<file path="config.mk">
export PLATFORM = sky130hd
export DESIGN_NAME = shift_rows_pipe
export DESIGN_NICKNAME = d
export VERILOG_FILES = /design/src/rtl/shift_rows_pkg.sv /design/src/rtl/shift_rows_perm.sv /design/src/rtl/shift_rows_pipe.sv
export SDC_FILE = /design/constraint.sdc
export NUM_CORES = 1
export LEC_CHECK = 0
export CAP_MARGIN = 20
export CORE_ASPECT_RATIO = 0.8
export CORE_MARGIN = 2
export CORE_UTILIZATION = 55
export CTS_BUF_LIST = sky130_fd_sc_hd__clkbuf_8
export DETAILED_ROUTE_END_ITERATION = 8
export PLACE_DENSITY_LB_ADDON = 0.3
export SYNTH_ARGS = -nofsm -noshare
export SYNTH_HDL_FRONTEND = slang
export SYNTH_SLANG_ARGS = --single-unit
</file>
<file path="constraint.sdc">
create_clock -name i_clk -period 5.1 [get_ports i_clk]
set_input_delay 1.53 -clock i_clk [delete_from_list [all_inputs] [get_ports i_clk]]
set_output_delay 1.53 -clock i_clk [all_outputs]
set_load 0.03 [all_outputs]
</file>
<file path="src/rtl/shift_rows_pkg.sv">
// Shared constants, types and compile-time index helpers for the ShiftRows unit.
package shift_rows_pkg;

    localparam int BYTE_W = 8;

    typedef enum logic {
        SR_FWD = 1'b0,
        SR_INV = 1'b1
    } mode_e;

    function automatic int nrows(input int reg_size);
        return reg_size / BYTE_W;
    endfunction

    // Rows deeper than the column count wrap their shift amount modulo NC.
    function automatic int src_col(input int c, input int r, input logic inv, input int nc);
        int k;
        k = r % nc;
        if (inv)
            return (c + nc - k) % nc;
        else
            return (c + k) % nc;
    endfunction

endpackage

</file>
<file path="src/rtl/shift_rows_perm.sv">
// Combinational ShiftRows / InvShiftRows byte permutation; pure wiring plus a 2:1 mux per byte.
module shift_rows_perm
    import shift_rows_pkg::*;
#(
    parameter int regSize = 32,
    parameter int vecSize = 4
) (
    input  logic [vecSize-1:0][regSize-1:0] i_vect,
    input  logic                            i_inv,
    output logic [vecSize-1:0][regSize-1:0] o_vect
);

    localparam int NR = nrows(regSize);

    mode_e w_mode;
    assign w_mode = mode_e'(i_inv);

    for (genvar c = 0; c < vecSize; c++) begin : g_col
        for (genvar r = 0; r < NR; r++) begin : g_row
            localparam int HI = regSize - 1 - BYTE_W * r;
            localparam int SF = src_col(c, r, 1'b0, vecSize);
            localparam int SI = src_col(c, r, 1'b1, vecSize);
            assign o_vect[c][HI -: BYTE_W] = (w_mode == SR_INV) ? i_vect[SI][HI -: BYTE_W]
                                                                : i_vect[SF][HI -: BYTE_W];
        end
    end

endmodule

</file>
<file path="src/rtl/shift_rows_pipe.sv">
// Two-stage valid/ready pipelined ShiftRows unit with flush and a completed-transaction counter.
module shift_rows_pipe
    import shift_rows_pkg::*;
#(
    parameter int regSize = 32,
    parameter int vecSize = 4,
    parameter int CNT_W   = 16
) (
    input  logic                            i_clk,
    input  logic                            i_rst_n,
    input  logic                            i_flush,
    input  logic                            i_in_valid,
    output logic                            o_in_ready,
    input  logic                            i_in_inv,
    input  logic [vecSize-1:0][regSize-1:0] i_vect_in,
    output logic                            o_out_valid,
    input  logic                            i_out_ready,
    output logic [vecSize-1:0][regSize-1:0] o_vect_out,
    output logic                            o_out_inv,
    output logic [CNT_W-1:0]                o_done_count
);

    logic                            r_s1_valid;
    logic                            r_s1_inv;
    logic [vecSize-1:0][regSize-1:0] r_s1_data;
    logic                            r_out_valid;
    logic                            r_out_inv;
    logic [vecSize-1:0][regSize-1:0] r_out_data;
    logic [CNT_W-1:0]                r_done_count;

    logic                            w_s1_load;
    logic                            w_s2_load;
    logic [vecSize-1:0][regSize-1:0] w_perm;

    // in_ready depends only on state, out_ready and flush, never on in_valid.
    assign w_s2_load  = r_s1_valid && (!r_out_valid || i_out_ready);
    assign o_in_ready = i_rst_n && !i_flush && (!r_s1_valid || w_s2_load);
    assign w_s1_load  = i_in_valid && o_in_ready;

    shift_rows_perm #(
        .regSize(regSize),
        .vecSize(vecSize)
    ) u_perm (
        .i_vect(r_s1_data),
        .i_inv (r_s1_inv),
        .o_vect(w_perm)
    );

    always_ff @(posedge i_clk or negedge i_rst_n) begin
        if (!i_rst_n) begin
            r_s1_valid   <= 1'b0;
            r_out_valid  <= 1'b0;
            r_done_count <= '0;
        end else if (i_flush) begin
            r_s1_valid  <= 1'b0;
            r_out_valid <= 1'b0;
        end else begin
            if (w_s1_load)
                r_s1_valid <= 1'b1;
            else if (w_s2_load)
                r_s1_valid <= 1'b0;

            if (w_s2_load)
                r_out_valid <= 1'b1;
            else if (i_out_ready)
                r_out_valid <= 1'b0;

            if (r_out_valid && i_out_ready)
                r_done_count <= r_done_count + 1'b1;
        end
    end

    // Data registers keep their contents across a flush; only the valids are cleared.
    always_ff @(posedge i_clk or negedge i_rst_n) begin
        if (!i_rst_n) begin
            r_s1_data  <= '0;
            r_s1_inv   <= 1'b0;
            r_out_data <= '0;
            r_out_inv  <= 1'b0;
        end else if (!i_flush) begin
            if (w_s1_load) begin
                r_s1_data <= i_vect_in;
                r_s1_inv  <= i_in_inv;
            end
            if (w_s2_load) begin
                r_out_data <= w_perm;
                r_out_inv  <= r_s1_inv;
            end
        end
    end

    assign o_out_valid  = r_out_valid;
    assign o_vect_out   = r_out_data;
    assign o_out_inv    = r_out_inv;
    assign o_done_count = r_done_count;

endmodule
</file>
==> results by group <==
Outcome
  • Status: completed

Clocking
  • Clock Sinks: roughly 280
  • Post-CTS setup buffer count: 0
  • Cts hold-fix bufs: 0
  • Root buf cell: clkbuf_8
  • H-Tree Depth: 2
  • CTS clk-pin slew, worst paths: about 0.060 ns
  • Worst-Skew Late Latency: 0.53 ns
  • CTS tree: yes
  • CTS resizes: 0
  • Max Root-Sink Buffers: 3
  • CTS buffer count: between 40 and 50

Logic synthesis
  • Ys flop type: dfrtp_1
  • Number of synthesized register bits: 276
  • Most frequent cells after synthesis: dfrtp_1 (276), mux2_4 (99), mux2_2 (95), nor2_1 (71)
  • Sequential area share after synthesis: 0.602
  • Synthesized area: roughly 11,000 sq um
  • Yosys top cell area share: 0.602
  • Synth cell types: 31
  • Asr flop ratio synth: 1.00
  • Number of synthesis warnings: 0
  • Cells after synthesis: between 700 and 800
  • Post-synth EDFFs: 0
  • Yosys top cell by area: dfrtp_1
  • Syn_nets: ~900
  • Top post-synthesis cells by area: dfrtp_1 (60%), mux2_4 (13%), mux2_2 (9.3%)
  • Top-count cell post-synth: dfrtp_1
  • Mapped Avg Cell Area: 15.0 sq um

Critical path
  • Worst Setup SP: i_out_ready
  • Critical-path top delay cell: clkdlybuf4s50_1
  • Kind of critical path: in2out
  • R2R Path Start: o_out_valid
  • R2R Setup Slk: roughly 2.9 ns
  • Critical Path Stages: 4
  • Crit path to: o_in_ready
  • Nature of the critical path startpoint: input pin
  • Max stage delay on crit path: just under 0.7 ns
  • CP delay by family, top: buffers and inverters
  • Cell breakdown of the critical path: clkdlybuf4s50_1, and2b_4, a21oi_2, clkdlybuf4s50_1
  • Critical Path RT: 3.57 ns
  • Worst r2r path cells: 5
  • Critical Path Sink Type: output port
  • Most Frequent Cell on Critical Path: clkdlybuf4s50_1
  • CP Buf/Inv Count: 2
  • WP data arrival: 3.19 ns
  • R2R Path End: r_s1_data[1]
  • Critical path peak fanout: 4

Floorplanning
  • DIE HEIGHT: ~130 um
  • Row cnt: 47
  • Die area: 22,000 sq um
  • Core area: 20,600 sq um
  • Ports: roughly 280
  • Starting Density: 0.557
  • Die width: between 150 and 200 um

Finish
  • Fin area: around 15,000 sq um
  • Fraction of layout cells with a size suffix above 1: 0.261
  • Net count reported at finish: about 1.2k
  • Fill cells: 1,322
  • Layout Utilization: 0.744
  • Post-route insts no fill: 1,364
  • Syn-to-layout area delta: 33.4%

Place
  • Cells after DPL: about 1.3k
  • HPWL after DPL: between 15,000 and 20,000 um
  • Dpl cell area: roughly 14,000 sq um
  • GPL Wtd Cong: ~0.78
  • DP Worst Slack: ~0.42 ns
  • I/O Buffers: 280

Global routing
  • First-pass GRT wire length: 40,300 um
  • Vias in the first global route: ~7.5k
  • Total GRT Usage: 0.233
  • Largest net degree at the start of global routing: 164
  • Initial antenna violation count: 0
  • GRT overflow: 0

STA
  • Setup_tns: 0 ns
  • RSZ-0062 raised after global routing: false
  • Period Utilization, post-route: 0.925
  • Minimum clock period after layout: 4.72 ns
  • Fmax: about 210 MHz
  • Fin. Hold Viols: 0
  • Worst clock skew: between 0.01 and 0.015 ns
  • Setup ws final: 0.384 ns
  • Final setup fails: 0
  • Worst hold slack: between 0.4 and 0.5 ns
  • Slew Limit Fails: 0
  • Slew @ Worst Pin: roughly 0.9 ns
  • Slew headroom: 0.401

Routing
  • DR WL/cell: roughly 19 um
  • Vias per cell: 5.15
  • Initial DRC Count: 462
  • DRC Markers: 0
  • DRT Pass-1 Iters: 4
  • Routed wire length: around 25,000 um
  • Vias: 7,025
  • ANT nets after route: 0

Power and ir drop
  • Power per cell area: slightly below 500 nW/um^2
  • Clock power frac: 0.255
  • Psw: roughly 2.4 mW
  • Combinational power share: 0.328
  • Pwr Total: 7.40 mW
  • Internal power: between 4 and 5 mW
  • Leakage: about 6.8 nW
  • VDD IR max: ~320 uV
  • Seq pwr share: 0.417
  • Net Sw Frac: 0.329

Hold path
  • Hold Crit Class: reg2reg

Job
  • Max cap viols: 0
==> metal layers <==
layer  global-route usage  wire length, um
met5                    0                0
met2                0.355            11500
met1                0.313            11000
met4               0.0675              506
met3               0.0909             2380
==> cells by family (layout without fill, tap and decap cells) <==
family          count (synthesis)  after routing  share of synthesized area
fa+ha+maj                       1              1                    0.00109
flops                         276            276                      0.602
buf+inv                        49            380                     0.0371
compound gates                 65             65                     0.0287
simple gates                   99             99                     0.0411
other cells                     0              1                          0
mux                           258            258                      0.279
xor+xnor                       15             15                     0.0115
==> worst min path at each step <==
stage	slack, ns	cells past startpoint	startpoint	endpoint
2_1_floorplan	0.47	1	r_s1_data[127]	r_s1_data[127]
3_3_place_gp	0.46	1	o_done_count[15]	o_done_count[15]
3_5_place_dp	0.47	1	o_done_count[15]	o_done_count[15]
4_1_cts	0.48	1	o_done_count[15]	o_done_count[15]
5_1_grt	0.50	1	o_done_count[15]	o_done_count[15]
6_report	0.47	1	o_done_count[15]	o_done_count[15]
==> power groups by stage <==
stage	Combinational (mW)	Sequential [mW]	Clock (mW)
6_report	2.43	3.08	1.89
5_1_grt	2.57	3.16	2.04
4_1_cts	2.45	3.09	1.94
3_5_place_dp	2.44	3.12	0
3_3_place_gp	2.40	3.08	0
2_1_floorplan	0.767	3.72	0
==> registers in the layout, summed over array words and instances (netlist names) <==
signal and cells:
o_done_count 16, o_out_inv 1, o_out_valid 1, o_vect_out 128
r_s1_data 128, r_s1_inv 1, r_s1_valid 1
==> area by class of cell <==
| class | count | area [sq um] | area share |
|---|---|---|---|
| repair buffers | 293 | 2980 | 0.195 |
| clock buffers | 59 | 812 | 0.0530 |
| flip-flops and latches | 276 | 6910 | 0.451 |
| diodes | 1 | 2.50 | 0.000163 |
| inverters | 4 | 15.0 | 0.000981 |
| clock inverters | 24 | 104 | 0.00678 |
| well taps | 269 | 337 | 0.0220 |
| multi-input cells | 438 | 4150 | 0.271 |
==> cells in the final DEF, fill, tap and decap left out, drive strengths merged <==
cell type,netlist,routed
ha,1,1
and4bb,1,1
a21oi,65,65
nand3,6,6
inv,4,19
mux2i,64,64
and4,2,2
clkdlybuf4s50,0,279
xor2,7,7
and2,1,1
and3,3,3
diode,0,1
or4,1,1
dfrtp,276,276
buf,42,14
and3b,1,1
clkinv,0,8
nor4,1,1
nor3b,1,1
and2b,1,1
xnor2,8,8
or2,1,1
clkinvlp,0,1
nand2b,1,1
clkbuf,3,59
nand3b,1,1
nor3,1,1
nor2,71,71
mux2,194,194
nand2,6,6
Note: power is estimated with default switching activity, not from simulation.
